`src/rtl/iter_alu.sv`:
```
// Registered ALU for the multicycle datapath: single-cycle RV32I ops plus
// iterative MUL/MULHU/DIVU/REMU behind a start/busy/done handshake.
module iter_alu #(
    parameter int WIDTH = 32
) (
    input  logic             clk,
    input  logic             rst,
    input  logic             start,
    input  logic [3:0]       op,
    input  logic [WIDTH-1:0] a,
    input  logic [WIDTH-1:0] b,
    output logic [WIDTH-1:0] result,
    output logic             busy,
    output logic             done,
    output logic             Zero,
    output logic             SignBit
);
    // state | meaning
    // IDLE  | accepting starts; simple ops complete here in one edge
    // RUN   | iterating multiply/divide, one bit per cycle

    localparam int SHW = $clog2(WIDTH);
    localparam logic [SHW:0] CNT_INIT = (SHW+1)'(WIDTH);
    localparam logic [SHW:0] CNT_ONE  = (SHW+1)'(1);

    typedef enum logic {IDLE, RUN} state_t;

    state_t             state_q, state_d;
    logic [SHW:0]       cnt_q, cnt_d;
    logic [2*WIDTH-1:0] acc_q, acc_d;
    logic [WIDTH-1:0]   opnd_q, opnd_d;
    logic               div_q, div_d;
    logic               hi_q, hi_d;
    logic [WIDTH-1:0]   result_q, result_d;
    logic               done_q, done_d;

    logic [WIDTH-1:0]   simple_res;
    logic [SHW-1:0]     shamt;
    logic [WIDTH:0]     mul_sum;
    logic [2*WIDTH-1:0] mul_next;
    logic [WIDTH:0]     div_shift;
    logic [WIDTH-1:0]   div_diff;
    logic               div_ge;
    logic [2*WIDTH-1:0] div_next;
    logic [2*WIDTH-1:0] step_next;

    assign shamt = b[SHW-1:0];

    always_comb begin
        simple_res = '0;
        case (op)
            4'd0: simple_res = a + b;
            4'd1: simple_res = a - b;
            4'd2: simple_res = a & b;
            4'd3: simple_res = a | b;
            4'd4: simple_res = a ^ b;
            4'd5: simple_res = {{(WIDTH-1){1'b0}}, $signed(a) < $signed(b)};
            4'd6: simple_res = {{(WIDTH-1){1'b0}}, a < b};
            4'd7: simple_res = a << shamt;
            4'd8: simple_res = a >> shamt;
            4'd9: simple_res = $signed(a) >>> shamt;
            default: simple_res = '0;
        endcase
    end

    // Multiply: acc = {partial product high, remaining multiplier bits}.
    // Divide:   acc = {partial remainder, dividend bits becoming quotient}.
    always_comb begin
        mul_sum   = {1'b0, acc_q[2*WIDTH-1:WIDTH]} + (acc_q[0] ? {1'b0, opnd_q} : '0);
        mul_next  = {mul_sum, acc_q[WIDTH-1:1]};
        div_shift = {acc_q[2*WIDTH-1:WIDTH], acc_q[WIDTH-1]};
        div_ge    = div_shift >= {1'b0, opnd_q};
        div_diff  = div_shift[WIDTH-1:0] - opnd_q;
        div_next  = {(div_ge ? div_diff : div_shift[WIDTH-1:0]), acc_q[WIDTH-2:0], div_ge};
        step_next = div_q ? div_next : mul_next;
    end

    always_comb begin
        state_d  = state_q;
        cnt_d    = cnt_q;
        acc_d    = acc_q;
        opnd_d   = opnd_q;
        div_d    = div_q;
        hi_d     = hi_q;
        result_d = result_q;
        done_d   = 1'b0;
        case (state_q)
            IDLE: begin
                if (start) begin
                    if (op inside {4'd10, 4'd11, 4'd12, 4'd13}) begin
                        state_d = RUN;
                        cnt_d   = CNT_INIT;
                        div_d   = op[2];
                        hi_d    = op[0];
                        opnd_d  = op[2] ? b : a;
                        acc_d   = {{WIDTH{1'b0}}, (op[2] ? a : b)};
                    end else begin
                        result_d = simple_res;
                        done_d   = 1'b1;
                    end
                end
            end
            RUN: begin
                acc_d = step_next;
                cnt_d = cnt_q - CNT_ONE;
                if (cnt_q == CNT_ONE) begin
                    state_d  = IDLE;
                    result_d = hi_q ? step_next[2*WIDTH-1:WIDTH] : step_next[WIDTH-1:0];
                    done_d   = 1'b1;
                end
            end
            default: state_d = IDLE;
        endcase
    end

    always_ff @(posedge clk) begin
        if (rst) begin
            state_q  <= IDLE;
            cnt_q    <= '0;
            acc_q    <= '0;
            opnd_q   <= '0;
            div_q    <= 1'b0;
            hi_q     <= 1'b0;
            result_q <= '0;
            done_q   <= 1'b0;
        end else begin
            state_q  <= state_d;
            cnt_q    <= cnt_d;
            acc_q    <= acc_d;
            opnd_q   <= opnd_d;
            div_q    <= div_d;
            hi_q     <= hi_d;
            result_q <= result_d;
            done_q   <= done_d;
        end
    end

    assign result  = result_q;
    assign busy    = (state_q == RUN);
    assign done    = done_q;
    assign Zero    = (result_q == '0);
    assign SignBit = result_q[WIDTH-1];

endmodule

```
`config.mk`:
```
export PLATFORM = sky130hd
export DESIGN_NAME = iter_alu
export DESIGN_NICKNAME = d
export VERILOG_FILES = /design/src/rtl/iter_alu.sv
export SDC_FILE = /design/constraint.sdc
export NUM_CORES = 1
export LEC_CHECK = 0
export CORE_MARGIN = 1
export CORE_UTILIZATION = 34
export CTS_BUF_LIST = sky130_fd_sc_hd__clkbuf_8
export DETAILED_ROUTE_END_ITERATION = 7
export PLACE_DENSITY = 0.48
export REMOVE_ABC_BUFFERS = 1
export SLEW_MARGIN = 20
export SYNTH_ARGS = -nofsm -noshare
export SYNTH_HDL_FRONTEND = slang
export SYNTH_SLANG_ARGS = --single-unit
```
`constraint.sdc`:
```
create_clock -name clk -period 5.6 [get_ports clk]
set_clock_uncertainty 0.05 [all_clocks]
set_input_delay 1.68 -clock clk [delete_from_list [all_inputs] [get_ports clk]]
set_output_delay 1.68 -clock clk [all_outputs]
set_load 0.005 [all_outputs]
```
; After elaboration in Yosys (flattened, before gate mapping)
; Cells that the tools add are included.
; W data, S select, Z words.
[totals]
register_bits = 138
in_bits = 71
output_inout_bits = 36
elab_cells = 72
[op_classes]
addsub = 5
order_cmp = 3
eq_ne = 18
n_shift = 3
mux = 25
bitwise_logic = 4
n_reduce_logical = 6
[op_table]
columns = operator, n
row1 = $pmux W32 S10, 1
row2 = $mux W32, 8
row3 = $mux W64, 3
row4 = $pmux W64 S2, 1
row5 = $lt A32 B32 Y1, 2
row6 = $pmux W32 S2, 1
row7 = $sub A32 B32 Y32, 2
row8 = $add A32 B32 Y33, 1
row9 = $ge A33 B32 Y1, 1
row10 = $add A32 B32 Y32, 1
row11 = $and A32 B32 Y32, 1
row12 = $logic_not A32 Y1, 1
row13 = $or A32 B32 Y32, 1
row14 = $shl A32 B5 Y32, 1
row15 = $shr A32 B5 Y32, 1
row16 = $sshr A32 B5 Y32, 1
row17 = $xor A32 B32 Y32, 1
row18 = $eq A4 B4 Y1 const B, 6
row19 = $eq A4 B3 Y1 const B, 4
row20 = $mux W6, 2
row21 = $pmux W6 S2, 1
row22 = $eq A4 B2 Y1 const B, 2
row23 = $eq A6 B1 Y1 const B, 1
row24 = $mux W1, 6
row25 = 10 further kinds, 14

; Depth between registers and ports, before layout
[depth]
word_depth = 6
mapped_depth = 17
depth_no_buf = 15

; Least setup slack after synthesis
; Ideal clock, no wire load.
[synth_timing]
path_kind = input port to flip-flop
from = input b[2]
to = register result_q[30], in the netlist result[30]
setup_time_ps = 59
t_arrival_ps = 5325
t_required_ps = 5491
setup_slack_ps = 166
cell_stages = 16
n_path_buf = 4
path_cell_list = clkbuf_1 -> inv_2 -> clkbuf_1 -> clkbuf_1 -> ha_1 -> buf_2 -> a211oi_1 -> o21ai_1 -> a21oi_2 -> o31a_2 -> o31ai_4 -> a31o_2 -> and4_1 -> or4_1 -> a311oi_1 -> a31o_1
[synth_via]
elab_chain_len = 5
elab_cells_between_ends = 9
cone_classes = 2 x add/sub / 3 x shift / 4 x mux
[synth_rtl]
columns = element, line
row1 = from (decl), 11  ; input logic [WIDTH-1:0] b,
row2 = $sub A32 B32 Y32 (tied with other cells), 53  ; 4'd1: simple_res = a - b;
row3 = $pmux W32 S10 *, 51  ; case (op)
row4 = $mux W32 *, 90  ; if (op inside {4'd10, 4'd11, 4'd12, 4'd13}) begin
row5 = $mux W32 *, 89  ; if (start) begin
row6 = $pmux W32 S2 *, 87  ; case (state_q)
row7 = to (signal assigned), 133  ; result_q <= result_d;
row8 = to (decl), 34  ; logic [WIDTH-1:0] result_q, result_d;
; Mark *: on every way between the ends. The rest lies on a longest branch, timed or not. The select of a mux whose other input is x is not followed.
; A chain may end at the register's enable or synchronous reset.

; Final worst setup path
[layout_timing]
from = input b[5]
to = register result_q[27], in the netlist result[27]
[layout_via]
elab_chain_len = 5
elab_cells_between_ends = 6
cone_classes = 2 x add/sub / 4 x mux
[layout_rtl]
columns = element, line
row1 = $sub A32 B32 Y32 / $add A32 B32 Y32 (equally long branches), "53, 52"
row2 = $pmux W32 S10 *, 51
row3 = $mux W32 *, 90
row4 = $mux W32 *, 89
row5 = $pmux W32 S2 *, 87
; Marked as above.

==> results.cfg <==
[clock_network]
h-tree-depth = 4
ctsHoldBuffers = 0
cts_resized = 0
cts.sink_count = 138
clk_pin_slew_worst_paths_ns = 0.09
numCtsBuffers = 17
insertion_delay_ns = 0.48
cts_tree = done
postCtsSetupRepairBufs = 0
root_buffer = clkbuf_8
cts_max_path_buffers = 2

[sta]
tightest_slew_ns = 1.160
setup_viol = 0
clock.fmax_ghz = 0.1974
hold_viol_final = 0
slew_violations = 0
setup_slack_ns = 0.5336
period_needed_ns = 5.066
min_period_over_period_pct = 90.47
rsz0062_at_grt = false
relSlewSlack_pct = 22.50
fin_tns_setup_ns = 0

[floorplan]
die_h_um = 240.2
fp.dieW_um = 240.2
dieArea_um2 = 57680
core-area_um2 = 55520
initial_core_util_pct = 34.74
num_rows = 86
ios = 107

[global_routing]
antenna_found_initial = 2
gr-total-overflow = 0
grt_first_pass_wirelength_um = 134000
grt_max_degree = 74
grt_pass1_vias = 20480
grt_use_total_pct = 31.01

[placed_design]
dpl_cell_area_um2 = 21560
post-dp-hpwl_um = 71830
pre_cts_slack_ns = 0.08334
portBuffers = 106
gp_congestion = 0.9918

[finish]
finalInstanceArea_um2 = 21950
layout_common_cells = nor2_1, a21oi_1, nand2_1
syn_to_final_growth_pct = 13.82
drive_above_1_share_pct = 8.968
final_common_cell = nor2_1
fin_nets = 3050

[worst_setup_path]
worstRegToRegCells = 15
critPathRequiredTime_ns = 5.94
cp-start-kind = primary input
worst_setup_path_end_kind = register
crit_type = primary input to register
path_max_fanout = 5
worstPathArrival_ns = 5.41

[yosys]
synth_ff_type = dfxtp_1
avgSynthCellArea_um2 = 6.996
yosys_warnings = 0
synthTopCellsByArea = dfxtp_1, ha_1, mux2i_1
yosysUniqueCellTypes = 90
ys_seq_elements = 138
yosysTopAreaCell = dfxtp_1
syn_area_um2 = 19290
synth_top_area_share_pct = 14.32
ys_seq_area_share_pct = 14.32
synth_cells = 2757
synth_edf_count = 0
async_flop_share_pct = 0

[drt]
wirelength_um = 90520
drtIter0Drc = 2263
first_pass_iters = 5
vias = 21510
drc_errors = 0
drtAntennaViolNets = 0
wire_per_inst_um = 25.36
viasPerCell = 6.024

[pwr]
power_switching_uw = 1664
power.internal_uw = 2144
pwr-share-clk_pct = 22.3
swShare_pct = 43.70
p_leak_uw = 0.009164
power.density_nw_per_um2 = 173.4
p_comb_share_pct = 48.2
vdd_ir_drop_max_v = 0.00009780
seqPwrFrac_pct = 29.6

[outcome]
status = completed

[hold_path]
min_path_cells = 1
hold_path.class = register to register

[run]
maxCapViolCount = 0
[sequential cells by signal (all words and copies together) (netlist names)]
name / flops
cnt_q: 6
opnd_q: 32
hi_q: 1
div_q: 1
result: 32
busy: 1
acc_q: 64
done: 1
[path summary, 6_finish.rpt]
kind,slack (ns),start,to
setup / recovery,0.53,b[5],result[27]$_SDFFE_PP0P_
hold / removal,0.44,cnt_q[5]$_SDFFE_PP0P_,cnt_q[5]$_SDFFE_PP0P_
setup reg to reg,1.17,acc_q[0]$_SDFFE_PP0P_,result[31]$_SDFFE_PP0P_
hold reg to reg,0.44,cnt_q[5]$_SDFFE_PP0P_,cnt_q[5]$_SDFFE_PP0P_
[layout make-up]
class | instances | area [um^2]
fill | 6045 | 33570
sequential | 138 | 2770
tap | 748 | 935.9
multi-input combinational | 2253 | 15130
timing repair buffer | 244 | 2140
clock inverter | 13 | 145.1
antenna | 1 | 2.502
clock buffer | 18 | 247.7
inverter | 155 | 581.8
[synth_stat cells (all sizes together) (8+ instances only)]
library cell / n
or2: 9
ha: 166
and3: 40
xor2: 23
a21boi: 9
nand3: 36
mux4: 13
o31ai: 22
clkbuf: 159
o221ai: 8
o21bai: 27
o21a: 12
a211o: 12
o22ai: 8
and2: 36
o2111ai: 9
or3: 14
nand4: 25
a221oi: 30
nor4: 23
o21ai: 167
a311oi: 14
nor3: 50
inv: 151
nor2: 389
a211oi: 134
a22oi: 9
a21oi: 270
mux2i: 158
nand2b: 19
xnor2: 55
o211ai: 36
nor4b: 8
a31oi: 43
a21o: 55
buf: 51
a2111oi: 10
mux2: 24
nor2b: 15
dfxtp: 138
nand2: 195
[cell families (layout without fill, tap and decap cells)]
logic type | after synthesis | after routing | share of synthesized area [%]
AOI/OAI and AO/OA | 931 | 931 | 31.67
xor gates and xnor gates | 78 | 78 | 3.542
adders and majority gates | 170 | 170 | 11.18
buffers and inverters | 366 | 430 | 7.441
DFF | 138 | 138 | 14.32
muxes | 195 | 195 | 11.12
other | 0 | 1 | 0
and+or+nand+nor | 879 | 879 | 20.72
[routing by layer]
layer | routed length, um | vias up | track usage (%)
met2 | 42050 | 796 | 51.65
met1 | 40980 | 10430 | 42.00
met3 | 4581 | 118 | 2.732
met5 | 13 | - | 0
met4 | 2896 | 2 | 9.709
li1 | - | 10160 | -
[worst max-delay path, cell delays in order]
cell and delay, ns:
clkdlybuf4s50_1 0.56, inv_1 0.09, ha_1 0.30, buf_4 0.16
o21a_1 0.19, o21ai_0 0.16, a31oi_1 0.11, a211oi_1 0.62
o31ai_1 0.26, or4b_1 0.51, a31oi_1 0.19, a21oi_1 0.07
xor2_1 0.18, a21oi_1 0.09, a211oi_1 0.23
[power by group through the flow]
stage          Sequential, uW  Combinational, uW  Clock (uW)
2_1_floorplan            1120               1030           0
3_3_place_gp             1150               1800           0
3_5_place_dp             1150               1800           0
4_1_cts                  1130               1800         864
5_1_grt                  1130               1970         900
6_report                 1130               1830         847
[per-stage QoR]
step                utilization (%)  hold WS [ns]  power [uW]  cells
finish                        39.54        0.4372        3807   3570
global route                  39.53        0.4750        4007   3569
CTS                           39.53        0.4380        3794   3569
detailed placement            38.82        0.4231        2945   3538
global placement              38.82        0.4116        2953   3538
floorplan                         -        0.3834        2150   2546
Power figures use the tool's default switching activity.
